`src/rtl/countdown_pkg.sv`:
```
// Shared types and helpers for the two-digit countdown sequencer.
package countdown_pkg;

  typedef enum logic [1:0] {
    StIdle  = 2'd0,
    StRun   = 2'd1,
    StPause = 2'd2,
    StDone  = 2'd3
  } state_e;

  localparam int unsigned BCD_MAX = 9;

  // Decrement a {tens, ones} pair; ones borrows from tens at zero.
  function automatic logic [6:0] bcd_dec2(input logic [2:0] tens, input logic [3:0] ones);
    logic [6:0] res;
    if (ones == 4'd0) begin
      res = {tens - 3'd1, 4'(BCD_MAX)};
    end else begin
      res = {tens, ones - 4'd1};
    end
    return res;
  endfunction

endpackage

```
`src/rtl/btn_onepulse.sv`:
```
// Button synchronizer and rising-edge detector: one press pulse per button push.
module btn_onepulse (
  input  logic clk,
  input  logic rst_n,
  input  logic in,
  output logic press
);

  logic s1, s2, s3;

  always_ff @(posedge clk or negedge rst_n) begin
    if (!rst_n) begin
      s1 <= 1'b0;
      s2 <= 1'b0;
      s3 <= 1'b0;
    end else begin
      s1 <= in;
      s2 <= s1;
      s3 <= s2;
    end
  end

  assign press = s2 & ~s3;

endmodule

```
`src/rtl/countdown_seq.sv`:
```
// Button-driven two-digit countdown: idle/run/pause/done FSM gating a prescaled
// tick into a BCD down-counter.
module countdown_seq
  import countdown_pkg::*;
#(
  parameter int unsigned TICK_DIV  = 100_000_000,
  parameter int unsigned INIT_TENS = 3,
  parameter int unsigned INIT_ONES = 0
) (
  input  logic       clk,
  input  logic       rst_n,
  input  logic       in,
  output logic [2:0] a,
  output logic [3:0] b,
  output logic       stateled,
  output logic       endled
);

  localparam int unsigned PW = (TICK_DIV > 1) ? $clog2(TICK_DIV) : 1;
  localparam logic [PW-1:0] TickLast = PW'(TICK_DIV - 1);
  localparam logic [2:0] InitTens = 3'(INIT_TENS);
  localparam logic [3:0] InitOnes = 4'(INIT_ONES);
  localparam logic InitZero = (INIT_TENS == 0) && (INIT_ONES == 0);

  state_e        state_q;
  logic [PW-1:0] presc_q;
  logic [2:0]    tens_q;
  logic [3:0]    ones_q;
  logic          press;
  logic          tick;
  logic          at_one;
  logic [6:0]    dec;

  btn_onepulse u_btn (
    .clk   (clk),
    .rst_n (rst_n),
    .in    (in),
    .press (press)
  );

  assign tick   = (presc_q == TickLast);
  assign at_one = (tens_q == 3'd0) && (ones_q == 4'd1);
  assign dec    = bcd_dec2(tens_q, ones_q);

  always_ff @(posedge clk or negedge rst_n) begin
    if (!rst_n) begin
      state_q  <= StIdle;
      presc_q  <= '0;
      tens_q   <= InitTens;
      ones_q   <= InitOnes;
      stateled <= 1'b0;
      endled   <= 1'b0;
    end else begin
      unique case (state_q)
        StIdle: begin
          presc_q <= '0;
          tens_q  <= InitTens;
          ones_q  <= InitOnes;
          if (press) begin
            if (InitZero) begin
              state_q <= StDone;
              endled  <= 1'b1;
            end else begin
              state_q  <= StRun;
              stateled <= 1'b1;
            end
          end
        end
        StRun: begin
          presc_q <= tick ? '0 : presc_q + PW'(1);
          if (tick) begin
            {tens_q, ones_q} <= dec;
          end
          // Expiry wins over a coincident press; the press is dropped.
          if (tick && at_one) begin
            state_q  <= StDone;
            presc_q  <= '0;
            stateled <= 1'b0;
            endled   <= 1'b1;
          end else if (press) begin
            state_q  <= StPause;
            stateled <= 1'b0;
          end
        end
        StPause: begin
          if (press) begin
            state_q  <= StRun;
            stateled <= 1'b1;
          end
        end
        StDone: begin
          presc_q <= '0;
          tens_q  <= 3'd0;
          ones_q  <= 4'd0;
          if (press) begin
            state_q <= StIdle;
            endled  <= 1'b0;
            tens_q  <= InitTens;
            ones_q  <= InitOnes;
          end
        end
        default: begin
          state_q  <= StIdle;
          stateled <= 1'b0;
          endled   <= 1'b0;
        end
      endcase
    end
  end

  assign a = tens_q;
  assign b = ones_q;

endmodule

```
`config.mk`:
```
export PLATFORM = sky130hd
export DESIGN_NAME = countdown_seq
export DESIGN_NICKNAME = d
export VERILOG_FILES = /design/src/rtl/countdown_pkg.sv /design/src/rtl/btn_onepulse.sv /design/src/rtl/countdown_seq.sv
export SDC_FILE = /design/constraint.sdc
export NUM_CORES = 1
export LEC_CHECK = 0
export ABC_AREA = 1
export BUFFER_PORTS_ARGS = -buffer_cell sky130_fd_sc_hd__buf_2
export CORE_ASPECT_RATIO = 0.75
export CORE_MARGIN = 3
export CORE_UTILIZATION = 35
export CTS_BUF_LIST = sky130_fd_sc_hd__clkbuf_2 sky130_fd_sc_hd__clkbuf_4 sky130_fd_sc_hd__clkbuf_8
export DETAILED_ROUTE_END_ITERATION = 6
export HOLD_SLACK_MARGIN = 0.05
export PLACE_DENSITY = 0.49
export SETUP_SLACK_MARGIN = 0.15
export SLEW_MARGIN = 40
export SYNTH_ARGS = -nofsm -noshare
export SYNTH_HDL_FRONTEND = slang
export SYNTH_HIERARCHICAL = 1
export SYNTH_SLANG_ARGS = --single-unit
```
`constraint.sdc`:
```
create_clock -name clk -period 1.43 [get_ports clk]
set_input_delay 0.286 -clock clk [delete_from_list [all_inputs] [get_ports clk]]
set_output_delay 0.286 -clock clk [all_outputs]
set_load 0.03 [all_outputs]
```
==> impl_metrics.py <==
metrics = {
    "sta": {
        "relSlewSlack_pct": 83.1,
        "setup_viol": 38,
        "fin_crit_sh_pct": 108,
        "timing.final.crit_period_ns": 1.55,
        "setup_ws_ns": -0.120,
        "rsz0062_at_grt": "true",
        "clock.fmax_ghz": 0.645,
        "skew_ns": 0.00661,
        "slew_violations": 0,
        "hold_viol": 0,
        "worstMarginPinSlew_ns": 0.253,
    },
    "detailed_routing": {
        "wirelength_um": 7830,
        "dr.pass1.iters": 4,
        "drc": 0,
        "vias_per_cell": 4.79,
        "vias": 2682,
        "wl_per_cell_um": 14.0,
        "drt-initial-drc-count": 88,
        "drtAntennaViolNets": 0,
    },
    "min_path": {
        "holdCritPathClass": "in -> reg",
    },
    "final_layout": {
        "fillCellCount": 689,
        "syn_to_final_growth_pct": 54.3,
        "fin_util_pct": 57.8,
        "diodes": 0,
        "final_common_cell": "nand2_1",
        "num-nets-final": 472,
        "drive_gt1_share_pct": 46.8,
        "fin_area_um2": 4100,
        "final_cell_mix": "nand2_1 (84), buf_4 (70), inv_1 (37), nor2_1 (33), dfrtp_1 (33)",
    },
    "global_route": {
        "grt_usage_pct": 19.1,
        "antenna_found_initial": 0,
        "grt_overflow": 0,
        "grt_pass1_vias": 2570,
        "grt_start_max_net_pins": 19,
        "grt_pass1_wl_um": 13000,
    },
    "clock_network": {
        "cts_tree": "built",
        "clock_path_buffers": 2,
        "htreeDepth": 2,
        "cts.sinks": 41,
        "numCtsBuffers": 5,
        "clk_latency_ns": 0.29,
        "path_clk_slew_ns": 0.08,
        "cts_root_buf": "clkbuf_8",
    },
    "yosys": {
        "synth_mux_area_share_pct": 0,
        "synthCells": 360,
        "yosys.area_share.adder_pct": 3.77,
        "yosysWarningCount": 6,
        "yosysSeqAreaShare_pct": 38.7,
        "synth-async-reset-ratio_pct": 100,
        "synth_top_family_by_area": "simple AND/OR/NAND/NOR gates",
        "synth-edff-count": 0,
        "syn_avg_cell_area_um2": 7.38,
        "synthSimpleGateAreaFrac_pct": 37.5,
        "ys_ff_latch": 41,
        "synth_cell_types": 34,
        "synth_flop_cell": "dfrtp_1",
        "synth-xor-area-share_pct": 3.30,
        "syn-cell-area_um2": 2660,
        "synth_nets": 371,
        "synth_compound_area_share_pct": 8.52,
    },
    "power_and_ir_drop": {
        "total_power_mw": 6.12,
        "ir_drop_uv": 986,
        "p_leak_nw": 1.85,
        "power_density_nw_per_um2": 1490,
    },
    "worst_setup_path": {
        "end_kind": "flip-flop",
        "cp-start-kind": "flip-flop",
        "critPathArrivalTime_ns": 1.73,
        "cp_max_fo": 7,
        "path_class": "reg -> reg",
        "required_ns": 1.61,
    },
    "placed_design": {
        "place_ws_ns": -0.123,
        "place_area_um2": 3530,
        "io_buffer_count": 11,
        "gp_congestion": 0.971,
        "hpwl_um": 5960,
    },
    "floorplanning": {
        "die-area_um2": 8690,
        "rows": 26,
        "fp.coreArea_um2": 7090,
        "die_w_um": 107,
        "start_util_pct": 37.5,
        "ios": 12,
        "die_h_um": 81.5,
    },
    "status": {
        "violations": "negative setup slack",
        "outcome": "finished, violations left",
    },
    "run": {
        "drv_cap": 0,
    },
}
per-stage QoR:
step	instances	hold WS [ns]	TNS [ns]
after floorplan	360	-0.00959	-0.243
after global placement	537	0.127	-2.15
after detailed placement	537	0.125	-2.84
after CTS	553	0.0837	-2.76
after global routing	560	0.0887	-7.46
final	560	0.0951	-3.13
worst paths after layout:
| path | start | end | slack (ns) | depth (start not counted) |
|---|---|---|---|---|
| max in group asynchronous | rst_n | a[0] | 0.60 | 3 |
| max reg2reg | presc_q[1] | presc_q[7] | -0.12 | 10 |
| min in group asynchronous | rst_n | presc_q[19] | 0.34 | 2 |
| min reg2reg | u_btn/s1 | u_btn/s2 | 0.36 | 0 |
| max | presc_q[1] | presc_q[7] | -0.12 | 10 |
| min | in | u_btn/s1 | 0.1 | 1 |
state kept, by name (all words and copies together), names as in the netlist:
| signal | flops |
|---|---|
| u_btn/s1 | 1 |
| stateled | 1 |
| endled | 1 |
| b | 4 |
| state_q | 2 |
| a | 3 |
| u_btn/s3 | 1 |
| presc_q | 27 |
| u_btn/s2 | 1 |
area by class of cell:
| class | instances | area [um^2] | share of cell area, % |
|---|---|---|---|
| multi-input combinational | 265 | 1820 | 44.3 |
| sequential | 41 | 1040 | 25.3 |
| timing repair buffer | 97 | 821 | 20.0 |
| inverter | 50 | 205 | 5.00 |
| tap | 98 | 123 | 2.99 |
| clock buffer | 8 | 91.3 | 2.23 |
| timing repair inverter | 1 | 8.76 | 0.214 |
critical path, cell delays in order (launching register included):
cell,delay [ns]
dfrtp_1,0.36
ha_2,0.19
inv_2,0.06
nor2_2,0.07
nand3_1,0.08
nor2_2,0.15
nand2_2,0.12
nand2_2,0.13
nand2_8,0.11
o21ai_2,0.08
a21boi_1,0.07
cells by family (layout without fill, tap and decap cells):
logic type,count (synthesis),after routing
buffers and inverters,55,156
and+or+nand+nor,208,209
AOI/OAI and AO/OA,38,38
xor gates and xnor gates,10,10
adders and majority gates,8,8
DFF,41,41
power breakdown:
group / switching (mW) / internal [mW]
Sequential: 0.154 / 1.36
Combinational: 2.11 / 1.68
Clock: 0.415 / 0.405
Total: 2.68 / 3.44
repair_timing:
item	CTS	global route
endpoints found under the hold margin	28	0
setup endpoints to repair	41	44
hold buffers	1	0
gates cloned	2	1
gates resized for setup	55	34
pin swaps	15	24
buffers inserted	5	6
cells in the mapped netlist, types with 4 or more instances:
| cell type | count | share of area, % |
|---|---|---|
| nand2_1 | 95 | 13 |
| inv_1 | 46 | 6.5 |
| nor2_1 | 44 | 6.2 |
| dfrtp_1 | 39 | 37 |
| nand3_1 | 19 | 3.6 |
| nor3_1 | 15 | 2.8 |
| o21ai_1 | 12 | 2.3 |
| a21oi_1 | 10 | 1.9 |
| xor2_1 | 10 | 3.3 |
| ha_1 | 8 | 3.8 |
| nand4_1 | 8 | 1.9 |
| nor2_2 | 6 | 1.4 |
| o21ai_0 | 5 | 0.94 |
| o22ai_1 | 5 | 1.2 |
| buf_2 | 4 | 0.75 |
| nand2_2 | 4 | 0.94 |
| nand2_4 | 4 | 1.7 |
per-layer routing:
layer | track usage [%] | wire length, um
met1 | 29.3 | 4150
met2 | 28.2 | 3370
met3 | 3.14 | 255
met4 | 3.83 | 55
met5 | 0 | 0
No activity file was read; power rests on OpenSTA's default activity.
